<file path="src/rtl/hscale_2x_interp.sv">
// Horizontal 2x upscaler for a packed RGB pixel stream.
// Each input line p0..pN-1 becomes p0, avg(p0,p1), p1, ..., pN-1, pN-1.
// The averages are per-channel truncating means. The final pixel of each line
// is repeated rather than interpolated, and out_last marks that repeat.
// Line boundaries come from in_last, so line length is not fixed.
module hscale_2x_interp #(
  parameter int CHANNELS = 3,
  parameter int CW       = 8,
  parameter int CNT_W    = 16
) (
  input  logic                   clk,
  input  logic                   rst,
  input  logic                   in_valid,
  output logic                   in_ready,
  input  logic [CHANNELS*CW-1:0] in_pixel,
  input  logic                   in_last,
  output logic                   out_valid,
  input  logic                   out_ready,
  output logic [CHANNELS*CW-1:0] out_pixel,
  output logic                   out_last,
  output logic [CNT_W-1:0]       line_count
);

  localparam int PW = CHANNELS * CW;

  typedef enum logic [2:0] {
    S_EMPTY,
    S_ORIG,
    S_WAIT,
    S_AVG,
    S_DUP
  } state_t;

  state_t           state_q, state_d;
  logic [PW-1:0]    h_q, h_d;
  logic [PW-1:0]    n_q, n_d;
  logic             h_last_q, h_last_d;
  logic             n_last_q, n_last_d;
  logic             n_full_q, n_full_d;
  logic [CNT_W-1:0] cnt_q, cnt_d;
  logic             in_acc, out_acc;

  // Per-channel mean of two pixels. The sum is one bit wider than a channel,
  // so it cannot overflow; dropping bit 0 truncates toward zero.
  function automatic logic [PW-1:0] avg_pix(input logic [PW-1:0] a,
                                            input logic [PW-1:0] b);
    logic [PW-1:0] r;
    logic [CW:0]   s;
    r = '0;
    for (int c = 0; c < CHANNELS; c++) begin
      s = {1'b0, a[c*CW +: CW]} + {1'b0, b[c*CW +: CW]};
      r[c*CW +: CW] = s[CW:1];
    end
    return r;
  endfunction

  assign in_acc     = in_valid && in_ready;
  assign out_acc    = out_valid && out_ready;
  assign line_count = cnt_q;

  // The outputs depend only on the registered state, so out_valid never
  // depends on out_ready and out_pixel/out_last stay stable while stalled.
  always_comb begin
    in_ready  = 1'b0;
    out_valid = 1'b0;
    out_last  = 1'b0;
    out_pixel = '0;
    case (state_q)
      S_EMPTY: in_ready = 1'b1;
      S_ORIG: begin
        out_valid = 1'b1;
        out_pixel = h_q;
        in_ready  = !h_last_q && !n_full_q;
      end
      S_WAIT:  in_ready = 1'b1;
      S_AVG: begin
        out_valid = 1'b1;
        out_pixel = avg_pix(h_q, n_q);
      end
      S_DUP: begin
        out_valid = 1'b1;
        out_pixel = h_q;
        out_last  = 1'b1;
      end
      default: ;
    endcase
  end

  // Next-state logic. In ORIG, an input accept and an output accept in the
  // same cycle both take effect, so sustained streaming reaches one output per cycle.
  always_comb begin
    state_d  = state_q;
    h_d      = h_q;
    n_d      = n_q;
    h_last_d = h_last_q;
    n_last_d = n_last_q;
    n_full_d = n_full_q;
    cnt_d    = cnt_q;
    case (state_q)
      S_EMPTY: begin
        if (in_acc) begin
          h_d      = in_pixel;
          h_last_d = in_last;
          state_d  = S_ORIG;
        end
      end
      S_ORIG: begin
        if (in_acc) begin
          n_d      = in_pixel;
          n_last_d = in_last;
          n_full_d = 1'b1;
        end
        if (out_acc) begin
          if (h_last_q)                 state_d = S_DUP;
          else if (n_full_q || in_acc)  state_d = S_AVG;
          else                          state_d = S_WAIT;
        end
      end
      S_WAIT: begin
        if (in_acc) begin
          n_d      = in_pixel;
          n_last_d = in_last;
          n_full_d = 1'b1;
          state_d  = S_AVG;
        end
      end
      S_AVG: begin
        if (out_acc) begin
          h_d      = n_q;
          h_last_d = n_last_q;
          n_full_d = 1'b0;
          state_d  = S_ORIG;
        end
      end
      S_DUP: begin
        if (out_acc) begin
          cnt_d   = cnt_q + 1'b1;
          state_d = S_EMPTY;
        end
      end
      default: state_d = S_EMPTY;
    endcase
  end

  // State registers. A reset discards any partial line without emitting out_last.
  always_ff @(posedge clk) begin
    if (rst) begin
      state_q  <= S_EMPTY;
      h_q      <= '0;
      n_q      <= '0;
      h_last_q <= 1'b0;
      n_last_q <= 1'b0;
      n_full_q <= 1'b0;
      cnt_q    <= '0;
    end else begin
      state_q  <= state_d;
      h_q      <= h_d;
      n_q      <= n_d;
      h_last_q <= h_last_d;
      n_last_q <= n_last_d;
      n_full_q <= n_full_d;
      cnt_q    <= cnt_d;
    end
  end

endmodule

</file>
<file path="config.mk">
export PLATFORM = sky130hd
export DESIGN_NAME = hscale_2x_interp
export DESIGN_NICKNAME = d
export VERILOG_FILES = /design/src/rtl/hscale_2x_interp.sv
export SDC_FILE = /design/constraint.sdc
export NUM_CORES = 1
export LEC_CHECK = 0
export ABC_AREA = 1
export CAP_MARGIN = 20
export CORE_AREA = 2 2 116 118
export CTS_CLUSTER_SIZE = 40
export DETAILED_ROUTE_END_ITERATION = 8
export DIE_AREA = 0 0 118 120
export DONT_BUFFER_PORTS = 1
export GPL_TIMING_DRIVEN = 1
export RECOVER_POWER = 25
export SYNTH_ARGS = -nofsm -noshare
export SYNTH_HDL_FRONTEND = slang
export SYNTH_SLANG_ARGS = --single-unit
</file>
<file path="constraint.sdc">
create_clock -name clk -period 1.55 [get_ports clk]
set_input_delay 0.3875 -clock clk [delete_from_list [all_inputs] [get_ports clk]]
set_output_delay 0.3875 -clock clk [all_outputs]
set_load 0.1 [all_outputs]
</file>
# Word level (Yosys, flattened, before mapping)
# Index checks and enable logic that the tools add are counted.
op_classes:
  bitwise_logic: 0
  muxes: 21
  n_mul: 0
  div_mod_pow: 0
  reduce_logical: 18
  add_sub_neg: 4
  n_eq_ne: 10
  magnitude_cmp: 0
  shifts: 0
ops:
  columns: ["operator", "count"]
  rows:
  - ["24-bit one-hot mux with 2 select lines", 2]
  - ["24-bit two-way mux", 2]
  - ["8-bit by 8-bit adder with 9-bit output", 3]
  - ["3-bit two-way mux", 6]
  - ["16-bit by 1-bit adder with 16-bit output (second input constant)", 1]
  - ["3-bit one-hot mux with 5 select lines", 1]
  - ["2-bit inequality test (second input constant)", 5]
  - ["1-bit two-way mux", 7]
  - ["3-bit by 2-bit == test with 1-bit output (second input constant)", 2]
  - ["1-bit one-hot mux with 2 select lines", 3]
  - ["3-bit AND reduction", 2]
  - ["2-bit OR reduction", 3]
  - ["5-bit AND reduction", 1]
  - ["2-bit AND reduction", 2]
  - ["2-bit nonzero test", 2]
  - ["3-bit by 1-bit == test with 1-bit output (second input constant)", 1]
  - ["3-bit == test (second input constant)", 1]
  - ["1-bit logical AND", 3]
  - ["3-bit zero test", 1]
  - ["3-bit OR reduction", 1]
  - ["1-bit zero test", 2]
  - ["2-bit by 1-bit inequality test with 1-bit output (second input constant)", 1]
  - ["1-bit logical OR", 1]
word_totals:
  latchBits: 0
  output_inout_bits: 43
  mem_count: 0
  ram_bits: 0
  in_bits: 29
  mem_bits_ro: 0
  elab_cells: 60
  register_bits: 70

# Longest topological paths before layout
# Gate-level depths: netlist of the first run.
logic_depth:
  word_depth: 9
  ltp_mapped: 9
  mapped_depth_nobuf: 9

# Worst setup path after synthesis of the first run
# OpenSTA, ideal clock, no wires.
synth_timing:
  kind: "reg2out"
  startpoint: "reg h_q[2]"
  endpoint: "out out_pixel[4]"
  t_required_ns: 1.162
  path_stages_with_launch: 8
  path_buffers: 0
  slack_ns: -2.111
  t_arrival_ns: 3.273
  path_cell_list: "dfxtp_1 ha_1 nand2_1 o21ai_0 nand2_1 nand2_1 nor2_1 o21ai_0"
synth_between:
  elab_chain_cells: 2
synth_rtl:
  columns: ["element", "line_no", "text"]
  rows:
  - ["from (decl)", "35", "logic [PW-1:0] h_q, h_d;"]
  - ["from (signal assigned)", "149", "h_q <= '0;"]
  - ["from (signal assigned)", "157", "h_q <= h_d;"]
  - ["8-bit by 8-bit adder with 9-bit output", "51", "s = {1'b0, a[c*CW +: CW]} + {1'b0, b[c*CW +: CW]};"]
  - ["24-bit one-hot mux with 2 select lines", "68", "case (state_q)"]
  - ["to (decl)", "19", "output logic [CHANNELS*CW-1:0] out_pixel,"]
# Every way passes these cells.

# Final worst setup path of the first run
layout_timing:
  startpoint: "reg h_q[8]"
  endpoint: "out out_pixel[13]"
# Same word-level chain as after synthesis.

==> impl_results.md, run 1 <==
* Post-Route WL at 15600 um
* GP Congestion at roughly 0.84
* HP Start: rst
* IO Count at between 70 and 80
* P_leak at 3.47 nW
* Die H at approximately 120 um
* Asr flop ratio synth at 0%
* CP Cell Sequence: nand2_2 -> inv_2 -> fa_2 -> nand4_1 -> nand3_2 -> nor2_1 -> o21ai_4 -> buf_12
* Placed Instances at 986
* First-pass GRT wire length at 24900 um
* Vias at roughly 5200
* Sum Neg Setup Slack at -17.16 ns
* Clock latency on the worst-skew pair at ~0.35 ns
* CTS root buffer: clkbuf_16
* Status: finished with violations
* Critical Path End Type: output pin
* Vias in the first global route at ~5300
* Post-layout min period at around 2.3 ns
* Antenna-violating nets left at 0
* Syn-to-layout area delta at 75.2%
* Initial antenna violation count at 0
* Fillers at 1142
* Post-synthesis register bit count at 70
* Share of layout cells above drive strength 1 at a little under 50%
* Post-layout nets at roughly 910
* Maxcap violations at 0
* Final period utilization at 149%
* Synth area leaders: dfxtp_1, nand2_1, nor2_1, o21ai_0, ha_1
* Fin cells at 1033
* Hold endpoint: line_count[12]$_SDFFE_PP0P_
* Hold Slack at ~0.10 ns
* Worst min path class: in2reg
* Failing checks: setup timing
* Area post-placement at 0.00619 sq mm
* DR WL/cell at 15.1 um
* Number of synthesized flops with an enable pin at 0
* DRT Pass-1 Iters at 4
* GRT overflow at 0
* CTS tree: built
* Post-synthesis sequential area ratio at 31.4%
* Net count after synthesis at between 700 and 800
* Reg2Reg Launch Point: state_q[1]$_SDFFE_PP0P_
* Final setup viols at between 50 and 60
* Num CTS Buffers at 9
* Synth cell count leaders: nand2_1, nor2_1, dfxtp_1, o21ai_0, inv_1
* GRT Resource Usage Total at between 20% and 30%
* Die width at ~120 um
* Worst EP required at 1.16 ns
* Post-route worst setup slack at -0.755 ns
* Clk_skew at between 0.007 and 0.008 ns
* Final Hold Fails at 0
* CP max FO at 3
* Max IR drop VDD at 1580 uV
* Port-buffer cells at 0
* Pwr Total at between 15 and 20 mW
* Clock Pin Slew Worst Setup and Hold Paths at 0.06 ns
* R2R Setup Slk at -0.10 ns
* Post-synth top flop: dfxtp_1
* CP max stage delay at ~0.37 ns
* CTS H-tree depth at 3
* Drt first-iter violations at ~250
* Clock Path Buffers at 2
* Library cells used by synthesis at 35
* Kind of start point of the critical path: flip-flop
* RSZ-0062 raised after global routing: yes
* Least-Margin Pin Slew at roughly 0.37 ns
* Final max-slew violation count at 0
* Slowest stage cell, crit path: fa_2
* Initial Utilization at between 30% and 40%
* CTS Hold Bufs at 0
* Fin area at roughly 0.0078 sq mm
* Slew headroom at 75.2%
* Hpwl dp at 9820 um
* CP arrival at roughly 1.9 ns
* Die area at roughly 0.014 sq mm
* Vias/cell at about 5
* Yosys top cell area share at a little under a third
* DRC errors left at 0
* Dpl ws at -0.483 ns
* Std cell rows at 42
* Syn Area/Cell at 6.19 sq um
* Core area at 0.0130 sq mm
* Reg2reg end: h_q[13]$_SDFFE_PP0P_
* F_max at 434 MHz
* Clock sink total at 70
* Post-Synthesis Cells at 720
* Hold Path Stages at 1
* Synth Warn # at 0
* R2R depth at 11
* WS Path Type: reg2out
* PwrDens at approximately 2200 mW/mm^2
* Most frequent cell after synthesis: nand2_1
* Final Util at 60.2%
* Ant diodes at 0
* Largest net degree at the start of global routing at 36
* Post-Syn Area at between 0.004 and 0.005 sq mm
* Dominant cell type by area after synthesis: dfxtp_1
routing by layer:
layer	global-route usage, %	wire (um)	vias up
met5	0	0	-
met4	7.91	466	0
met2	39.6	7990	131
met3	4.37	786	41
met1	24.7	6390	2449
li1	-	-	2576
final cells by class:
| cell class | count | area (sq um) | area share [%] |
|---|---|---|---|
| Clock buffer | 12 | 278 | 3.56 |
| Clock inverter | 4 | 26.3 | 0.336 |
| Inverter | 71 | 284 | 3.64 |
| Multi-Input combinational cell | 553 | 3940 | 50.4 |
| Sequential cell | 70 | 1490 | 19.1 |
| Tap cell | 176 | 220 | 2.82 |
| Timing Repair Buffer | 147 | 1580 | 20.2 |
placed cells by master, fill, tap and decap left out, types with 4 or more instances in the layout:
cell / instances
nand2_2: 31
nor2_1: 101
nor2_4: 21
a21oi_4: 6
nand2_4: 13
o21ai_1: 8
clkbuf_16: 11
dfxtp_4: 11
ha_4: 16
nand2_8: 10
a21oi_1: 21
buf_6: 20
a21oi_2: 12
nand4_1: 14
buf_8: 4
nand2_1: 156
buf_12: 22
o21ai_2: 24
o21ai_4: 12
inv_1: 59
nand3_4: 5
dfxtp_1: 18
buf_16: 4
nor2_2: 14
nand3_2: 18
ha_1: 6
o21ai_0: 32
nand3_1: 8
clkbuf_4: 6
dfxtp_2: 41
inv_2: 8
buf_4: 88
flip-flops by register name, indices dropped and copies added (netlist names):
signal / cells
h_last_q: 1
h_q: 24
line_count: 16
n_full_q: 1
n_last_q: 1
n_q: 24
state_q: 3
report_power, final:
part           switching, mW  total (mW)  internal (mW)
combinational           7.15        12.4           5.21
sequential             0.593        3.06           2.47
clock                  0.861        2.13           1.27
kinds of logic (layout without fill, tap and decap cells):
logic type	count (synthesis)	after routing	share of synthesized area (%)
and+or+nand+nor	396	396	35.8
DFF	70	70	31.4
adders and majority gates	25	25	7.52
xor gates and xnor gates	3	3	0.589
AOI/OAI and AO/OA	129	129	15.6
buffers and inverters	97	234	9.04
worst max path at each step:
stage                   startpoint  slack, ns  cells after the start            end
2_1_floorplan  n_q[8]$_SDFFE_PP0P_      -0.51                      8  out_pixel[13]
5_1_grt        h_q[8]$_SDFFE_PP0P_      -0.83                      8  out_pixel[13]
3_5_place_dp   h_q[9]$_SDFFE_PP0P_      -0.48                      7  out_pixel[14]
3_3_place_gp   h_q[9]$_SDFFE_PP0P_      -0.42                      7  out_pixel[14]
4_1_cts        n_q[0]$_SDFFE_PP0P_      -0.68                      9   out_pixel[5]
6_report       h_q[8]$_SDFFE_PP0P_      -0.75                      8  out_pixel[13]
repair_timing:
item                                    in CTS  in global routing
resized for setup                          177                100
cloned                                       4                  1
setup buffers                               18                 10
endpoints found under the setup margin      56                 79
pin swaps                                   79                 71
critical path, delay by kind of cell (launching register included):
| family | cells | cell delay (ns) |
|---|---|---|
| and+or+nand+nor | 4 | 0.57 |
| DFF | 1 | 0.32 |
| buffers and inverters | 2 | 0.21 |
| AOI/OAI and AO/OA | 1 | 0.10 |
| adders and majority gates | 1 | 0.37 |
Power figures use the tool's default switching activity.
==> run 2: changes to the inputs <==
- CORE_AREA: 2 2 116 118 -> 2 2 98 100
- DIE_AREA: 0 0 118 120 -> 0 0 100 102
- PLACE_DENSITY: not set -> 0.66
- SLEW_MARGIN: not set -> 15
==> run 2 against run 1 <==
Against the previous run: the flow still finishes with violations (setup timing); final cell count decreased by 3.7%; clock skew about the same; cell area increased by 2.2%; sequential power about the same; global-route usage increased by 7.7 points; critical endpoint is now out_pixel[23].
==> impl_results.md, run 2 (synthesis results as in run 1) <==
* Status: finished with violations
* Failing checks: setup timing
* Slew headroom at between 70% and 80%
* Max IR drop VDD at between 1500 and 2000 uV
* Clock sink total at 70
* CP max stage delay at 0.37 ns
* Final Util at just under 90%
* R2R depth at 12
* Ant diodes at 0
* DRC errors left at 0
* Antenna-violating nets left at 0
* CTS tree: built
* Vias in the first global route at 5107
* CP arrival at 1.97 ns
* Die width at roughly 100 um
* Clock Path Buffers at 2
* GP Congestion at roughly 0.86
* Die H at between 100 and 150 um
* Cell family with most CP delay: simple AND/OR/NAND/NOR gates
* CTS root buffer: clkbuf_8
* Core area at around 0.0091 sq mm
* Worst min path class: in2reg
* Maxcap violations at 0
* Clock Pin Slew Worst Setup and Hold Paths at ~0.08 ns
* Final max-slew violation count at 0
* CP max FO at 3
* DR WL/cell at around 20 um
* Initial Utilization at around 49%
* Placed Instances at just over 900
* First-pass GRT wire length at 23900 um
* Vias/cell at about 6
* Final setup viols at slightly below 90
* Final Hold Fails at 0
* P_leak at around 3.5 nW
* Least-Margin Pin Slew at 0.402 ns
* Largest net degree at the start of global routing at between 40 and 50
* Fillers at 440
* Critical Path End Type: output pin
* RSZ-0062 raised after global routing: yes
* IO Count at 72
* DRT Pass-1 Iters at 5
* Num CTS Buffers at 9
* Post-route worst setup slack at -0.804 ns
* Most frequent cells in the layout: nand2_1, nor2_1, buf_4
* Hold Slack at roughly 0.093 ns
* GRT Resource Usage Total at between 20% and 30%
* F_max at 425 MHz
* Stages on worst setup path at 9
* Slowest stage cell, crit path: dfxtp_2
* CTS H-tree depth at 3
* Die area at 0.0102 sq mm
* Initial antenna violation count at 0
* Clock latency on the worst-skew pair at 0.34 ns
* Kind of start point of the critical path: flip-flop
* Vias at slightly below 6000
* Pwr Total at around 18 mW
* Port-buffer cells at 0
* Worst path bufs/invs at 2
* Worst EP required at about 1.2 ns
* PwrDens at around 2200 mW/mm^2
* Post-layout nets at slightly above 900
* Share of layout cells above drive strength 1 at about 53%
* Post-layout min period at about 2.4 ns
* Std cell rows at 35
* GRT overflow at 0
* WS Path Type: reg2out
* Hpwl dp at between 9000 and 10000 um
* CTS Hold Bufs at 0
* Clk_skew at about 0.0076 ns
* Hold Path Stages at 1
* Sum Neg Setup Slack at -28.98 ns
* Syn-to-layout area delta at 79.1%
* Seq. cell area at around 0.0015 sq mm
* Commonest non-fill, non-tap cell in the layout: nand2_1
* Post-Route WL at 19800 um
* Final period utilization at 152%
* Drt first-iter violations at roughly 270
* Multi-input gate area in the final layout at ~0.0041 sq mm
* Fin cells at just under 1000
* CP Cell Sequence: inv_2 -> fa_2 -> inv_2 -> nand3_2 -> nand2_2 -> nand4_1 -> o211ai_1 -> nand2_2 -> nand2_8
[run 2: cell count changes in the layout (fill, tap and decap cells not counted), moves of 7 or more]
cell	previous run	this run
nand2_1	156	133
nand2_2	31	46
nand2_4	13	20
clkbuf_16	11	4
buf_4	88	105
buf_6	20	34
nor2_4	21	8
clkbuf_8	2	10
nor2_1	101	118
[run 2: per-layer routing]
metal	part of all wire (%)	vias up	GRT usage, %
li1	-	2638	-
met1	35	2735	36.1
met2	49	375	53.1
met3	8.4	132	3.69
met4	6.8	0	9.38
met5	0	-	0
[run 2: worst paths after layout]
path	end	from	slack [ns]
max	out_pixel[23]	h_q[17]$_SDFFE_PP0P_	-0.80
min	state_q[0]$_SDFFE_PP0P_	rst	0.09
max reg2reg	h_q[5]$_SDFFE_PP0P_	state_q[0]$_SDFFE_PP0P_	-0.31
min reg2reg	line_count[11]$_SDFFE_PP0P_	line_count[11]$_SDFFE_PP0P_	0.49
[run 2: through the flow]
stage / setup WS [ns] / area, sq um
floorplan: -0.509 / 5050
global placement: -0.382 / 6180
detailed placement: -0.454 / 6180
CTS: -0.745 / 7170
global route: -0.839 / 7980
finish: -0.804 / 7980
[run 2: power by group]
part	leakage, nW	switching, mW	total, mW	internal, mW
clock	0.0955	0.771	1.56	0.789
combinational	2.85	7.86	13.3	5.45
sequential	0.599	0.618	3.09	2.48
[run 2: cell type report]
class	instances	area share [%]
multi-input combinational	554	50.7
timing repair buffer	173	22.7
sequential	70	18.8
inverter	71	3.53
clock buffer	11	1.77
tap	111	1.74
clock inverter	5	0.737
[run 2: worst register-to-register path: stages, from the launching register on]
cell	delay (ns)
dfxtp_4	0.38
buf_6	0.13
buf_6	0.12
nor2_4	0.14
buf_4	0.13
buf_6	0.09
nand2_4	0.06
nor2_4	0.12
a21oi_4	0.05
buf_6	0.15
buf_12	0.15
o21ai_1	0.18
nor2_1	0.07
[run 2: what timing repair did]
action / CTS / global route
setup buffers: 29 / 19
cloned: 2 / 8
pin swaps: 62 / 72
endpoints found under the setup margin: 41 / 89
resized for setup: 158 / 147
==> run 3: changes to the inputs <==
- SETUP_SLACK_MARGIN: not set -> 0.1
==> run 3 against run 2 <==
Against the previous run: the flow still finishes with violations (setup timing); first-iteration DRC count rose by 86%; sequential power barely moved; clock skew rose by 0.024 ns; sequential share of layout area rose by 0.37 points; non-clock buffer count fell by 14; power fell by 0.59%; combinational power fell by 3%; critical endpoint unchanged; largest cell class unchanged.
==> impl_results.md, run 3 (synthesis results as in run 1) <==
* Die area at 0.0102 sq mm
* Kind of start point of the critical path: flip-flop
* RSZ-0062 raised after global routing: yes
* WS Path Type: reg2out
* Post-route worst setup slack at -0.823 ns
* IO Count at 72
* CTS root buffer: clkbuf_8
* Clock network power share at roughly a tenth
* Share of layout cells above drive strength 1 at around 50%
* Switching Fraction at between 50 and 60%
* CP max FO at 3
* Failing checks: setup timing
* Clock Path Buffers at 2
* Cell family with most CP delay: simple AND/OR/NAND/NOR gates
* R2R Setup Slk at -0.47 ns
* Fillers at around 460
* Most frequent cells in the layout: nand2_1, nor2_1, buf_4
* Num CTS Buffers at 9
* GP Congestion at between 0.8 and 0.9
* Area post-placement at 0.00611 sq mm
* Clock sink total at 70
* DR WL/cell at between 20 and 25 um
* DRT Pass-1 Iters at 8
* CP most frequent cell: nand2_2
* Vias at between 5000 and 6000
* Reg power frac at between 10% and 20%
* Hpwl dp at approximately 9500 um
* CTS H-tree depth at 3
* CP max stage delay at roughly 0.36 ns
* Least-Margin Pin Slew at 0.441 ns
* Final Hold Fails at 0
* Ant diodes at 0
* Syn-to-layout area delta at 75.8%
* GRT Resource Usage Total at between 30% and 40%
* Sum Neg Setup Slack at -38.08 ns
* Post-layout min period at 2.37 ns
* CP arrival at roughly 2 ns
* Die H at 102 um
* Slowest stage cell, crit path: dfxtp_2
* CP Cell Sequence: nand2_2 -> fa_2 -> inv_2 -> nand3_2 -> nand2_2 -> nand4_1 -> o211ai_1 -> nand2_2 -> nand2_8
* Die width at 100 um
* Core area at 0.00911 sq mm
* Clock Pin Slew Worst Setup and Hold Paths at 0.11 ns
* Final max-slew violation count at 0
* Antenna-violating nets left at 0
* Worst EP required at 1.16 ns
* Post-Route WL at around 20000 um
* GRT overflow at 0
* Dpl ws at -0.461 ns
* Logic pwr share at between 70 and 80%
* Critical Path End Type: output pin
* Max IR drop VDD at 2490 uV
* Internal power at slightly below 9 mW
* Worst path bufs/invs at 1
* Drt first-iter violations at roughly 500
* Commonest non-fill, non-tap cell in the layout: nand2_1
* Final setup viols at 93
* Initial antenna violation count at 0
* Post-layout nets at 918
* Psw at just over 9 mW
* F_max at 421 MHz
* Largest net degree at the start of global routing at 26
* Fin area at approximately 0.008 sq mm
* Maxcap violations at 0
* Std cell rows at 35
* Hold Slack at 0.0348 ns
* P_leak at between 3 and 4 nW
* Slew headroom at 70.6%
* Pwr Total at about 18 mW
* Initial Utilization at 48.9%
* First-pass GRT wire length at between 20000 and 30000 um
* Port-buffer cells at 0
* Clk_skew at around 0.031 ns
* Status: finished with violations
* Worst min path class: in2reg
* Final period utilization at 153%
* Vias in the first global route at 5538
* PwrDens at roughly 2300 mW/mm^2
* DRC errors left at 0
* CTS tree: built
* Clock latency on the worst-skew pair at 0.39 ns
* Vias/cell at about 6
[run 3: cell count changes in the layout (fill, tap and decap cells not counted), sizes merged]
cell / delta
inv: -1
nand3: -1
buf: -9
bufbuf: +1
clkinv: -1
clkbuf: -4
[run 3: metal layers]
| metal | global-route usage, % | up-vias | routed length (um) |
|---|---|---|---|
| met1 | 36.9 | 2722 | 7030 |
| met2 | 60.2 | 345 | 9590 |
| met5 | 0 | - | 0 |
| met3 | 7.25 | 127 | 1700 |
| met4 | 18.5 | 0 | 1300 |
| li1 | - | 2605 | - |
[run 3: layout make-up]
type	count	area, sq um	share of cell area, %
Multi-Input combinational cell	553	3930	50.2
Sequential cell	70	1500	19.1
Clock inverter	3	46.3	0.591
Tap cell	111	139	1.77
Timing Repair Buffer	159	1720	21.9
Clock buffer	13	190	2.43
Inverter	71	313	3.99
[run 3: power groups by stage]
stage	clock, mW	combinational, mW	sequential [mW]
final	1.82	12.9	3.08
after CTS	1.75	11.4	2.99
after detailed placement	0	8.84	2.91
after global routing	1.89	13.5	3.13
after global placement	0	8.65	2.88
after floorplan	0	6.07	2.92
[run 3: final timing paths]
check,from,end,cells after the start
max,h_q[16]$_SDFFE_PP0P_,out_pixel[23],9
min,rst,state_q[0]$_SDFFE_PP0P_,1
min reg2reg,line_count[9]$_SDFFE_PP0P_,line_count[9]$_SDFFE_PP0P_,2
max reg2reg,state_q[0]$_SDFFE_PP0P_,n_q[2]$_SDFFE_PP0P_,13
[run 3: what timing repair did]
item / 4_1_cts / 5_1_grt
endpoints found under the setup margin: 86 / 95
pin swaps: 60 / 53
resized for setup: 160 / 134
cloned: 8 / 0
buffers inserted: 15 / 22
hold buffers: 0 / 0
[run 3: worst reg2reg max path, stage by stage, from the launching register on]
cell and delay [ns]:
dfxtp_4 0.40, buf_6 0.13, buf_6 0.10, buf_6 0.12, nor2_4 0.10, buf_6 0.13, inv_6 0.04, o21ai_4 0.07
buf_6 0.13, nand3_4 0.13, buf_12 0.19, buf_16 0.16, nor2_1 0.14, nor2_1 0.07
[run 3: stage by stage]
stage               std cells  utilization [%]
floorplan                 720                -
global placement          924             67.1
detailed placement        924             67.1
CTS                       963             79.9
global route              980             86.0
finish                    980             86.0
